[config.mk]
export PLATFORM = sky130hd
export DESIGN_NAME = muldiv_ctrl
export DESIGN_NICKNAME = d
export VERILOG_FILES = /design/src/rtl/muldiv_ctrl.sv
export SDC_FILE = /design/constraint.sdc
export NUM_CORES = 1
export LEC_CHECK = 0
export ABC_AREA = 1
export CAP_MARGIN = 10
export CORE_ASPECT_RATIO = 0.8
export CORE_MARGIN = 4
export CORE_UTILIZATION = 35
export CTS_CLUSTER_SIZE = 14
export DETAILED_ROUTE_END_ITERATION = 10
export SLEW_MARGIN = 20
export SYNTH_ARGS = -nofsm -noshare
export SYNTH_HDL_FRONTEND = slang
export SYNTH_SLANG_ARGS = --single-unit
[constraint.sdc]
create_clock -name clk_i -period 1.7 [get_ports clk_i]
set_clock_uncertainty 0.15 [all_clocks]
set_input_delay 0.255 -clock clk_i [delete_from_list [all_inputs] [get_ports clk_i]]
set_output_delay 0.255 -clock clk_i [all_outputs]
set_load 0.1 [all_outputs]
[src/rtl/muldiv_ctrl.sv]
// Sequencing controller for the iterative RISC-V M-extension multiplier/divider array.
// Latches and classifies operands, strobes the array, and resolves divide special cases directly.
module muldiv_ctrl #(
   parameter int MUL_CYCLES = 32,
   parameter int DIV_CYCLES = 32
) (
   input  logic        clk_i,
   input  logic        reset_i,
   input  logic        start_i,
   input  logic [2:0]  funct3_i,
   input  logic [31:0] rs1_i,
   input  logic [31:0] rs2_i,
   input  logic        kill_i,
   input  logic [31:0] dp_result_i,
   output logic        ready_o,
   output logic        busy_o,
   output logic        done_o,
   output logic [31:0] result_o,
   output logic        dp_load_o,
   output logic        dp_step_o,
   output logic        sel_div_o,
   output logic [1:0]  op_mul_o,
   output logic [1:0]  op_div_o,
   output logic        a_neg_o,
   output logic        b_neg_o,
   output logic [31:0] a_mag_o,
   output logic [31:0] b_mag_o
);

   localparam int MAX_C = (MUL_CYCLES > DIV_CYCLES) ? MUL_CYCLES : DIV_CYCLES;
   localparam int CW    = (MAX_C > 1) ? $clog2(MAX_C) : 1;

   typedef enum logic [1:0] {
      S_IDLE = 2'd0,
      S_LOAD = 2'd1,
      S_RUN  = 2'd2,
      S_DONE = 2'd3
   } state_t;

   state_t         r_state;
   logic [CW-1:0]  r_cnt;
   logic           r_ready, r_busy, r_done, r_load, r_step;
   logic           r_sel_div, r_a_neg, r_b_neg, r_special;
   logic [1:0]     r_op_mul, r_op_div;
   logic [31:0]    r_a_mag, r_b_mag, r_spec_res;

   logic           w_accept, w_is_div, w_div_signed, w_a_signed, w_b_signed;
   logic           w_a_neg, w_b_neg, w_div_zero, w_div_ovf, w_special;
   logic [31:0]    w_a_mag, w_b_mag, w_spec_res;

   // Operand classification and special-case detection on the incoming request
   always_comb begin
      w_accept     = start_i & r_ready & ~kill_i;
      w_is_div     = funct3_i[2];
      w_div_signed = ~funct3_i[0];
      w_a_signed   = w_is_div ? w_div_signed : (funct3_i[1:0] != 2'b11);
      w_b_signed   = w_is_div ? w_div_signed : ~funct3_i[1];
      w_a_neg      = rs1_i[31] & w_a_signed;
      w_b_neg      = rs2_i[31] & w_b_signed;
      w_a_mag      = w_a_neg ? (32'd0 - rs1_i) : rs1_i;
      w_b_mag      = w_b_neg ? (32'd0 - rs2_i) : rs2_i;
      w_div_zero   = w_is_div & (rs2_i == 32'd0);
      w_div_ovf    = w_is_div & w_div_signed & (rs1_i == 32'h8000_0000) & (rs2_i == 32'hFFFF_FFFF);
      w_special    = w_div_zero | w_div_ovf;
      if (w_div_zero) begin
         w_spec_res = funct3_i[1] ? rs1_i : 32'hFFFF_FFFF;
      end else if (w_div_ovf) begin
         w_spec_res = funct3_i[1] ? 32'd0 : 32'h8000_0000;
      end else begin
         w_spec_res = 32'd0;
      end
   end

   // Control FSM with all outputs registered from the next-state decision
   always_ff @(posedge clk_i or negedge reset_i) begin
      if (!reset_i) begin
         r_state    <= S_IDLE;
         r_cnt      <= '0;
         r_ready    <= 1'b0;
         r_busy     <= 1'b0;
         r_done     <= 1'b0;
         r_load     <= 1'b0;
         r_step     <= 1'b0;
         r_sel_div  <= 1'b0;
         r_op_mul   <= 2'b00;
         r_op_div   <= 2'b00;
         r_a_neg    <= 1'b0;
         r_b_neg    <= 1'b0;
         r_a_mag    <= 32'd0;
         r_b_mag    <= 32'd0;
         r_special  <= 1'b0;
         r_spec_res <= 32'd0;
      end else if (kill_i) begin
         r_state <= S_IDLE;
         r_ready <= 1'b1;
         r_busy  <= 1'b0;
         r_done  <= 1'b0;
         r_load  <= 1'b0;
         r_step  <= 1'b0;
      end else begin
         case (r_state)
            S_IDLE, S_DONE: begin
               if (w_accept) begin
                  r_sel_div  <= w_is_div;
                  r_op_mul   <= funct3_i[1:0];
                  r_op_div   <= {funct3_i[1], ~funct3_i[0]};
                  r_a_neg    <= w_a_neg;
                  r_b_neg    <= w_b_neg;
                  r_a_mag    <= w_a_mag;
                  r_b_mag    <= w_b_mag;
                  r_special  <= w_special;
                  r_spec_res <= w_spec_res;
                  r_state    <= w_special ? S_DONE : S_LOAD;
                  r_ready    <= w_special;
                  r_busy     <= ~w_special;
                  r_done     <= w_special;
                  r_load     <= ~w_special;
                  r_step     <= 1'b0;
               end else begin
                  r_state <= S_IDLE;
                  r_ready <= 1'b1;
                  r_busy  <= 1'b0;
                  r_done  <= 1'b0;
                  r_load  <= 1'b0;
                  r_step  <= 1'b0;
               end
            end
            S_LOAD: begin
               r_state <= S_RUN;
               r_load  <= 1'b0;
               r_step  <= 1'b1;
               r_cnt   <= r_sel_div ? CW'(DIV_CYCLES - 1) : CW'(MUL_CYCLES - 1);
            end
            S_RUN: begin
               if (r_cnt == '0) begin
                  r_state <= S_DONE;
                  r_step  <= 1'b0;
                  r_busy  <= 1'b0;
                  r_done  <= 1'b1;
                  r_ready <= 1'b1;
               end else begin
                  r_cnt <= r_cnt - CW'(1);
               end
            end
            default: begin
               r_state <= S_IDLE;
               r_ready <= 1'b1;
               r_busy  <= 1'b0;
               r_done  <= 1'b0;
               r_load  <= 1'b0;
               r_step  <= 1'b0;
            end
         endcase
      end
   end

   assign ready_o   = r_ready;
   assign busy_o    = r_busy;
   assign done_o    = r_done;
   assign dp_load_o = r_load;
   assign dp_step_o = r_step;
   assign sel_div_o = r_sel_div;
   assign op_mul_o  = r_op_mul;
   assign op_div_o  = r_op_div;
   assign a_neg_o   = r_a_neg;
   assign b_neg_o   = r_b_neg;
   assign a_mag_o   = r_a_mag;
   assign b_mag_o   = r_b_mag;
   // Special ops never touch the array, so their result comes from the latched value
   assign result_o  = r_done ? (r_special ? r_spec_res : dp_result_i) : 32'd0;

endmodule

==> Word level (Yosys, flattened, before mapping) <==
Cells that the tools add are included.
Widths: inputs -> output; s select.
{ "word_totals": {"latchBits": 0, "rom_bits": 0, "out_inout_bits": 108, "memories": 0, "ramBits": 0, "word_cells": 82, "in_bits": 103, "reg_bits": 116} }
{ "op_classes": {"n_eq_ne": 8, "magnitude_cmp": 0, "add_sub_neg": 3, "div_mod_pow": 0, "reduce_logical": 10, "shift": 0, "multipliers": 0, "bitwise": 13, "n_mux": 32} }
{ "op_table": {"columns": ["operator", "n"], "rows": [
  ["$mux 32", 8],
  ["$eq 32x32->1 const B", 2],
  ["$sub 1x32->32 const A", 2],
  ["$logic_not 32->1", 1],
  ["$mux 1", 12],
  ["$pmux 5 s2", 1],
  ["$and 1x1->1", 8],
  ["$mux 2", 4],
  ["$pmux 1 s2", 4],
  ["$pmux 2 s3", 1],
  ["$reduce_and 3->1", 2],
  ["$reduce_bool 3->1", 2],
  ["$logic_not 5->1", 1],
  ["$mux 5", 1],
  ["$sub 5x1->5 const B", 1],
  ["$eq 2x2->1 const B", 2],
  ["$ne 2x2->1 const B", 2],
  ["$not 1->1", 4],
  ["$ne 3x3->1 const B", 1],
  ["$pmux 1 s3", 1],
  ["$eq 2x1->1 const B", 1],
  ["$logic_not 2->1", 1],
  ["$reduce_and 2->1", 1],
  ["$reduce_bool 2->1", 1],
  ["2 further kinds", 2]
]} }

==> Depth between registers and ports, before layout <==
Gate-level depths: netlist (run 1).
{ "logic_depth": {"word_depth": 9, "mapped_depth": 13, "depth_no_buf": 13} }

==> Least setup slack after synthesis (run 1) <==
No wires, ideal clock.
{ "synth_timing": {"path_type": "register -> output", "startpoint": "register r_done, in the netlist done_o", "endpoint": "output result_o[22]", "slack_ps": -1535, "n_path_buf": 1, "required_time_ps": 1295, "arrival_time_ps": 2830, "stages_incl_launch_ff": 4, "path_cell_list": "dfrtp_1 -> buf_1 -> o21ai_0 -> a21oi_1"} }
{ "synth_via": {"elab_chain_cells": 1} }
{ "synth_rtl": {"columns": ["item", "line_no", "rtl"], "rows": [
  ["from (decl)", "42", "logic r_ready, r_busy, r_done, r_load, r_step;"],
  ["from (signal assigned)", "116", "r_done <= w_special;"],
  ["$mux 32", "170", "assign result_o = r_done ? (r_special ? r_spec_res : dp_result_i) : 32'd0;"],
  ["to (decl)", "18", "output logic [31:0] result_o,"]
]} }
Every way passes these cells.

==> Worst setup path in the final report (run 1) <==
{ "layout_timing": {"startpoint": "register r_special", "endpoint": "output result_o[11]"} }
{ "layout_via": {"elab_chain_cells": 2} }
{ "layout_rtl": {"columns": ["item", "line_no", "rtl"], "rows": [
  ["from (decl)", "43", "logic r_sel_div, r_a_neg, r_b_neg, r_special;"],
  ["from (signal assigned)", "111", "r_special <= w_special;"],
  ["$mux 32 (2 in a row)", "170", null]
]} }
Every way passes these cells.

==> results of run 1 <==
==> final timing paths <==
path / start / endpoint / slack (ns) / cells after the start
setup / recovery: r_special$_DFFE_PN0P_ / result_o[11] / -0.37 / 5
hold / removal: reset_i / b_mag_o[1]$_DFFE_PN0P_ / 0.05 / 2
setup reg to reg: r_state[1]$_DFFE_PN0P_ / r_spec_res[20]$_DFFE_PN0P_ / -0.23 / 8
hold reg to reg: r_cnt[4]$_DFFE_PN0P_ / r_cnt[4]$_DFFE_PN0P_ / 0.33 / 1
max in group asynchronous: reset_i / b_mag_o[31]$_DFFE_PN0P_ / 0.78 / 3
min in group clk_i: rs1_i[1] / r_spec_res[1]$_DFFE_PN0P_ / 0.05 / 3
==> placed cells by master (no fill, tap or decap), drive strengths merged, types with 2 or more instances in the layout <==
master and count:
buf 376, nand2 262, o21ai 153, inv 123
dfrtp 115, nor2 88, nand3 83, clkdlybuf4s50 71
a21oi 45, clkbuf 31, nand4 24, xor2 22
dlygate4sd2 17, dlymetal6s2s 13, nor3 9, ha 7
clkinv 6, or2 5, nand3b 4, clkinvlp 4
nor4 4, xnor2 4, o21a 3, o211ai 2
bufinv 2
==> registers in the layout, indices dropped and copies added, names as in the netlist, 2 cells and up <==
register,flops
op_mul_o,2
r_state,2
a_mag_o,32
r_spec_res,32
r_cnt,5
b_mag_o,32
==> where the power goes <==
part | total (mW) | switching [mW] | internal (mW)
Clock | 3.68 | 1.47 | 2.21
Sequential | 4.18 | 0.837 | 3.34
Combinational | 10.9 | 6.73 | 4.21
==> cells by family (layout without fill, tap and decap cells) <==
logic type,Yosys count,after routing,synth area share (%)
adder cells (fa/ha/maj),7,7,1.24
XOR/XNOR,26,26,3.21
buffers and inverters,162,644,9.32
flip-flops,115,115,40.6
AND/OR/NAND/NOR,482,482,30.1
AO/OA/AOI/OAI,209,209,15.5
==> area by class of cell <==
cell class,count,area (µm²)
Timing Repair Buffer,491,6020
Sequential cell,115,2890
Fill cell,1345,4460
Clock inverter,14,153
Tap cell,264,330
Clock buffer,18,439
Inverter,121,472
Multi-Input combinational cell,724,5090
==> critical path, stage by stage (launching register included) <==
cell     delay [ns]
dfrtp_4        0.52
buf_6          0.16
buf_4          0.17
o21ai_4        0.16
a21oi_4        0.05
buf_12         0.16
==> per-layer routing <==
metal,GRT usage (%),up-vias
li1,-,4224
met2,41.7,295
met4,4.59,0
met3,5.81,45
met1,37.0,4301
met5,0,-
==> through the flow <==
stage / area, µm² / std cells / worst slack, ns / setup TNS (ns) / total power, mW
final: 15400 / 1747 / -0.365 / -24.79 / 18.8
after global routing: 15400 / 1747 / -0.400 / -31.48 / 19.4
after CTS: 14000 / 1717 / -0.360 / -11.34 / 17.9
after detailed placement: 12700 / 1652 / -0.680 / -46.99 / 13.7
after global placement: 12700 / 1652 / -0.686 / -44.39 / 13.6
after floorplan: 7660 / 1001 / -0.195 / -5.89 / 9.46
==> what timing repair did <==
| action | 4_1_cts | 5_1_grt |
|---|---|---|
| hold buffers | 1 | 0 |
| setup buffers | 26 | 22 |
| gates cloned | 6 | 14 |
| resized for setup | 117 | 294 |
| endpoints found under the setup margin | 106 | 141 |
| pin swaps | 39 | 77 |
| hold endpoints to repair | 115 | 0 |
==> results.cfg, run 1 <==
[yosys]
synth_top_area_share_pct = 40.6
synth_ff_type = dfrtp_1
ys_top_cells_by_area = dfrtp_1, nand2_1, inv_1
synth_area_um2 = 7090
syn_area_per_cell_um2 = 7.08
netlist_top_cells_count = nand2_1, dfrtp_1, inv_1
synth_top_area_cell = dfrtp_1
yosys_register_bits = 115
syn-num-nets = 1111
syn_inst = 1001
synth_seq_area_share_pct = 40.6
yosys.cell_types.count = 44
ys_async_sr_fraction_pct = 100
yosys_warnings = 0
yosysMostFrequentCell = nand2_1
synth-edff-count = 0

[timing]
fin_ws_ns = -0.365
timing_hold_violations_final = 0
setup_viol = 140
fmax_ghz = 0.484
rsz0062_at_grt = true
layout_min_cycle_time_ns = 2.07
whs_ns = 0.0483
worstMarginPinSlew_ns = 0.631
slew_violations = 0
fin_crit_sh_pct = 121
relSlewSlack_pct = 57.9

[status]
status = finished, violations left
violations = negative setup slack

[critical_path]
crit_fanout = 7
cp.arrival_ns = 1.66
start_kind = register
crit_required_ns = 1.29
setup.worst_path.end_class = primary output
criticalPathCategory = reg2out

[clocking]
cts_tree = done
cts_root_buf = clkbuf_16
cts_buffers = 17
clockBufferDepth = 2
clock-sinks = 115
clk_pin_slew_ns = 0.06
cts.htree.levels = 4
clk_latency_ns = 0.43

[power]
p_leak_nw = 6.99
peakVddDrop_mv = 1.21
power.density_nw_per_um2 = 1220

[floorplan]
die_w_um = 167
die_y_um = 135
coreArea_um2 = 19900
initial_core_util_pct = 35.7
dieArea_um2 = 22600
io_pins = 211
row_count = 46

[placed_design]
gp_congestion = 0.913
dp_hpwl_mm = 21.9
port-buffer-count = 210

[layout]
final_nets = 1580
utilization_pct = 77.5
syn2layout_area_growth_pct = 117
diodes = 0
drive_above_1_share_pct = 49.2

[detailed_routing]
ant_nets = 0
drt-total-wl_mm = 33.0
detail_route.wl_per_cell_um = 18.9
drtPass1Iterations = 7
vias = 8865
viasPerCell = 5.07
drtIter0Drc = 525
route.detailed.drc = 0
met3_wirelength_mm = 2.11
wl_met2_mm = 15.6
top_layer = met4
met1Wirelength_mm = 14.7

[grt]
track_usage_pct = 26.1
grt_max_degree = 44
grt_pass1_vias = 8533
overflow = 0
grt_pass1_wl_mm = 46.5
grt_antenna_before_repair = 0

[hold_path]
min_path_type = in2async

[flow_run]
maxCapViolCount = 0
(Power assumes the default switching activity.)
==> run 2, diff against run 1 <==
CORE_UTILIZATION = 44   (was 35)
PLACE_DENSITY = 0.78   (was not set)
==> results.cfg, run 2 <==
[grt]
grt_max_degree = 39
overflow = 1319
track_usage_pct = 97.3

[yosys]
netlist_top_cells_count = nand2_1, dfrtp_1, inv_1
synth_ff_type = dfrtp_1
ys_async_sr_fraction_pct = 100
synth_top_area_share_pct = 40.6
yosysMostFrequentCell = nand2_1
yosys.cell_types.count = 44
yosys_warnings = 0
ys_top_cells_by_area = dfrtp_1, nand2_1, inv_1
yosys_register_bits = 115
synth_seq_area_share_pct = 40.6
synth_area_um2 = 7090
synth_top_area_cell = dfrtp_1
synth-edff-count = 0
syn-num-nets = 1111
syn_area_per_cell_um2 = 7.08
syn_inst = 1001

[floorplan]
initial_core_util_pct = 44.8
row_count = 41
die_w_um = 150
die_y_um = 122
io_pins = 211

[timing]
postGrtWorstEndpoint = result_o[4]
worstEpCategory = top-level output

[status]
status = aborted with a tool error
error = [ERROR GRT-0232] Routing congestion too high. Check the congestion heatmap in the GUI.
haltStage = global routing (5_1_grt)

[clocking]
clockBufferDepth = 2
clock-sinks = 115
cts.htree.levels = 4
cts_root_buf = clkbuf_16
cts_buffers = 17

[placed_design]
dp_hpwl_mm = 22.8
dpl.cell_count = 1605
gp_congestion = 0.975
port-buffer-count = 210
run 2: cell counts after synthesis:
Identical to the previous run, type by type.
run 2: cell families after synthesis:
kind of cell / share of synthesized area [%]
compound gates: 15.5
buf+inv: 9.32
xor+xnor: 3.21
simple gates: 30.1
fa+ha+maj: 1.24
flops: 40.6
run 2: routing by layer:
metal	overflow	global-route usage (%)
met1	9	87.9
met3	22	76.0
met2	960	123
met4	326	110
met5	2	47.8
run 2: timing repair:
action | in CTS
gates cloned | 10
resized for setup | 183
setup endpoints to repair | 131
hold buffers | 1
hold endpoints to repair | 115
buffers inserted | 32
pin swaps | 52
run 2: through the flow:
| step | worst slack, ns | area, µm² | setup TNS [ns] | util, % |
|---|---|---|---|---|
| floorplan | -0.195 | 7660 | -5.89 | - |
| global placement | -0.550 | 12600 | -43.75 | 80.0 |
| CTS | -0.345 | 14300 | -17.20 | 90.3 |
| detailed placement | -0.615 | 12600 | -49.66 | 80.0 |
==> run 3, diff against run 2 <==
CORE_ASPECT_RATIO = not set   (was 0.8)
CORE_UTILIZATION = 40   (was 44)
CTS_CLUSTER_SIZE = not set   (was 14)
PLACE_DENSITY = not set   (was 0.78)
PLACE_DENSITY_LB_ADDON = 0.15   (was not set)
clock period = 2.21 ns   (was 1.7 ns; I/O delays follow)
==> results.cfg, run 3 (synthesis results as in run 1) <==
[floorplan]
die_y_um = 141
coreArea_um2 = 17400
row_count = 48
die_w_um = 141
dieArea_um2 = 19900
io_pins = 211
initial_core_util_pct = 40.8

[layout]
final_cell_mix = nand2_1, buf_4, inv_1, dfrtp_1, o21ai_1
final_cell_area_um2 = 11500
final_nets = 1438
final_common_cell = nand2_1
syn2layout_area_growth_pct = 62.2
diodes = 0
utilization_pct = 66.2
stdcell_count = 1564
drive_above_1_share_pct = 25.6

[status]
status = complete, no violations

[placed_design]
place_area_um2 = 10900
dp_hpwl_mm = 19.4
dpl.cell_count = 1530
port-buffer-count = 210
gp_congestion = 0.952

[flow_run]
maxCapViolCount = 0

[clocking]
cts.htree.levels = 4
clockBufferDepth = 2
cts_root_buf = clkbuf_16
cts_buffers = 17
clk_latency_ns = 0.42
clock-sinks = 115
clk_pin_slew_ns = 0.05
cts_tree = done

[critical_path]
worstReg2RegStart = r_state[0]$_DFFE_PN0P_
setup.worst_path.end_class = primary output
cp.arrival_ns = 1.68
start_kind = register
crit_path_start = r_special$_DFFE_PN0P_
crit_fanout = 21
criticalPathCategory = reg2out
crit_required_ns = 1.73

[power]
finalPower_mw = 11.7
peakVddDrop_mv = 1.11
p_leak_nw = 5.39
power.density_nw_per_um2 = 1020

[grt]
track_usage_pct = 25.6
grt_pass1_vias = 7847
grt_pass1_wl_mm = 40.6
overflow = 0
grt_max_degree = 58
grt_antenna_before_repair = 0

[timing]
fmax_ghz = 0.462
worstMarginPinSlew_ns = 0.530
setup_viol = 0
rsz0062_at_grt = true
timing_hold_violations_final = 0
layout_min_cycle_time_ns = 2.17
relSlewSlack_pct = 64.3
slew_violations = 0
setup_tns_ns = 0
fin_crit_sh_pct = 98.0

[detailed_routing]
drt-total-wl_mm = 25.4
drtIter0Drc = 544
detail_route.wl_per_cell_um = 16.2
drtPass1Iterations = 5
vias = 7929
ant_nets = 0
route.detailed.drc = 0
viasPerCell = 5.07

[hold_path]
min_path_type = in2async
-- run 3: worst max-delay path: stages (launching register included) --
cell	delay, ns
dfrtp_4	0.55
buf_12	0.20
buf_4	0.17
a21oi_4	0.15
buf_12	0.19
-- run 3: report_power, final --
group	switching, mW	internal (mW)
Combinational	4.60	1.46
Sequential	0.330	2.57
Clock	0.998	1.76
-- run 3: metal layers --
metal  vias up  wire length (µm)  track usage [%]
li1       3916                 -                -
met1      3740             11700             35.2
met2       246             12000             41.5
met3        27              1410             5.53
met4         0               325             6.02
met5         -                 0                0
-- run 3: cell type report --
class,instances,area (µm²)
repair buffers,349,3380
well taps,225,282
inverters,121,454
fillers,1499,5870
multi-input cells,724,3910
clock inverters,8,103
clock buffers,22,484
flip-flops and latches,115,2890
-- run 3: stage by stage --
| step | setup WS [ns] | hold WS (ns) |
|---|---|---|
| final | 0.0445 | 0.131 |
| after CTS | 0.000343 | 0.118 |
| after detailed placement | -0.115 | 0.0240 |
| after global placement | -0.0784 | 0.0262 |
| after global routing | -0.0103 | 0.132 |
| after floorplan | 0.000220 | -0.114 |
-- run 3: what timing repair did --
item / in CTS / in global routing
hold buffers: 1 / 0
gates resized for setup: 24 / 9
hold endpoints to repair: 115 / 0
buffers inserted: 2 / 1
endpoints found under the setup margin: 32 / 10
-- run 3: final timing paths --
path	to	slack [ns]	cells after the start
worst max-delay path	result_o[2]	0.04	4
worst min-delay path	r_spec_res[4]$_DFFE_PN0P_	0.13	2
worst max register to register	op_mul_o[0]$_DFFE_PN0P_	0.16	9
worst min register to register	a_mag_o[2]$_DFFE_PN0P_	0.33	2
max in group asynchronous	b_mag_o[8]$_DFFE_PN0P_	1.15	3
min in group clk_i	a_mag_o[2]$_DFFE_PN0P_	0.33	2
==> run 4, diff against run 3 <==
DONT_BUFFER_PORTS = 1   (was not set)
SETUP_SLACK_MARGIN = 0.5   (was not set)
SKIP_CTS_REPAIR_TIMING = 1   (was not set)
==> results.cfg, run 4 (synthesis results as in run 1) <==
[status]
status = finished, violations left
violations = negative hold slack

[grt]
grt_pass1_wl_mm = 36.4
grt_max_degree = 116
track_usage_pct = 23.0
grt_pass1_vias = 6622
grt_antenna_before_repair = 0
overflow = 0

[clocking]
clk_latency_ns = 0.42
cts_tree = done
clockBufferDepth = 2
clk_pin_slew_ns = 0.06
cts.htree.levels = 4
cts_buffers = 17
cts_root_buf = clkbuf_16
clock-sinks = 115

[critical_path]
criticalPathCategory = reg2out
cp.arrival_ns = 1.65
crit_required_ns = 1.73
start_kind = register
setup.worst_path.end_class = primary output
rrSetupSlack_ns = 0.19
worstReg2RegStart = r_state[1]$_DFFE_PN0P_
r2r_cells = 9
reg2reg_to = r_spec_res[9]$_DFFE_PN0P_
crit_fanout = 7

[detailed_routing]
viasPerCell = 5.36
route.detailed.drc = 0
vias = 7785
drtPass1Iterations = 6
drt-total-wl_mm = 28.3
detail_route.wl_per_cell_um = 19.5
ant_nets = 0
drtIter0Drc = 680

[layout]
final_nets = 1325
syn2layout_area_growth_pct = 67.7
drive_above_1_share_pct = 35.5
ff_latch_area_um2 = 2890
final_cell_area_um2 = 11900
nFillCells = 1367
diodes = 0
multiInputGateArea_um2 = 4710
utilization_pct = 68.5
final_cell_mix = nand2_1, dfrtp_1, inv_1, buf_4, nand3_1
final_common_cell = nand2_1

[timing]
worstMarginPinSlew_ns = 0.552
fin_crit_sh_pct = 96.4
setup_viol = 0
slew_violations = 0
timing_hold_violations_final = 123
rsz0062_at_grt = true
relSlewSlack_pct = 63.2
layout_min_cycle_time_ns = 2.13
fmax_ghz = 0.469
whs_ns = -0.552

[floorplan]
initial_core_util_pct = 40.8
coreArea_um2 = 17400
die_w_um = 141
io_pins = 211
row_count = 48
die_y_um = 141
dieArea_um2 = 19900

[hold_path]
min_path_type = in2async

[placed_design]
gp_congestion = 0.910
port-buffer-count = 0
dp_hpwl_mm = 17.5
place_area_um2 = 9130

[flow_run]
maxCapViolCount = 0

[power]
peakVddDrop_mv = 0.964
p_leak_nw = 5.24
power.density_nw_per_um2 = 1060
-- run 4: cell count changes in the layout (fill, tap and decap cells not counted), moves of 11 or more --
cell and change:
buf_4 -112, clkdlybuf4s50_1 -101, nand2_1 -69, dlygate4sd3_1 +55
nand2_2 +51, o21ai_2 +41, o21ai_1 -38, o21ai_0 -29
o21ai_4 +26, nand2_4 +18, buf_6 +15, clkbuf_16 +11
-- run 4: critical path, stage by stage, from the launching register on --
cell and delay, ns:
dfrtp_4 0.52, buf_12 0.17, clkbuf_16 0.18, o21ai_4 0.14, a21oi_4 0.05, buf_12 0.16
-- run 4: metal layers --
metal,global-route usage (%),wire length [µm]
met5,0,0
met4,5.81,687
met3,7.77,2470
met2,35.8,13600
met1,30.8,11500
-- run 4: per-stage QoR --
step / total power, mW / cells / setup WS (ns) / TNS (ns)
final: 12.7 / 1453 / 0.0789 / 0
after global routing: 13.1 / 1453 / 0.0332 / 0
after CTS: 11.6 / 1348 / -0.145 / -2.54
after detailed placement: 8.55 / 1316 / 0.282 / 0
after global placement: 8.50 / 1316 / 0.318 / 0
after floorplan: 7.28 / 1001 / 0.238 / 0
-- run 4: cell type report --
| cell class | instances | share of cell area [%] |
|---|---|---|
| multi-input cells | 724 | 39.6 |
| clock buffers | 20 | 3.76 |
| flip-flops and latches | 115 | 24.3 |
| well taps | 225 | 2.37 |
| clock inverters | 12 | 1.71 |
| inverters | 121 | 3.89 |
| repair buffers | 236 | 24.3 |
-- run 4: worst max path at each step --
stage                                from                 endpoint  slack (ns)
floorplan              done_o$_DFFE_PN0P_             result_o[10]        0.24
global placement              funct3_i[2]  a_mag_o[21]$_DFFE_PN0P_        0.32
detailed placement            funct3_i[2]  a_mag_o[17]$_DFFE_PN0P_        0.28
CTS                 r_special$_DFFE_PN0P_             result_o[22]       -0.15
global route        r_special$_DFFE_PN0P_             result_o[10]        0.03
finish              r_special$_DFFE_PN0P_             result_o[17]        0.08
-- run 4: power by group --
group	switching [mW]	leakage (nW)	internal [mW]
Clock	1.05	0.315	2.04
Combinational	5.03	3.46	1.76
Sequential	0.210	1.46	2.57
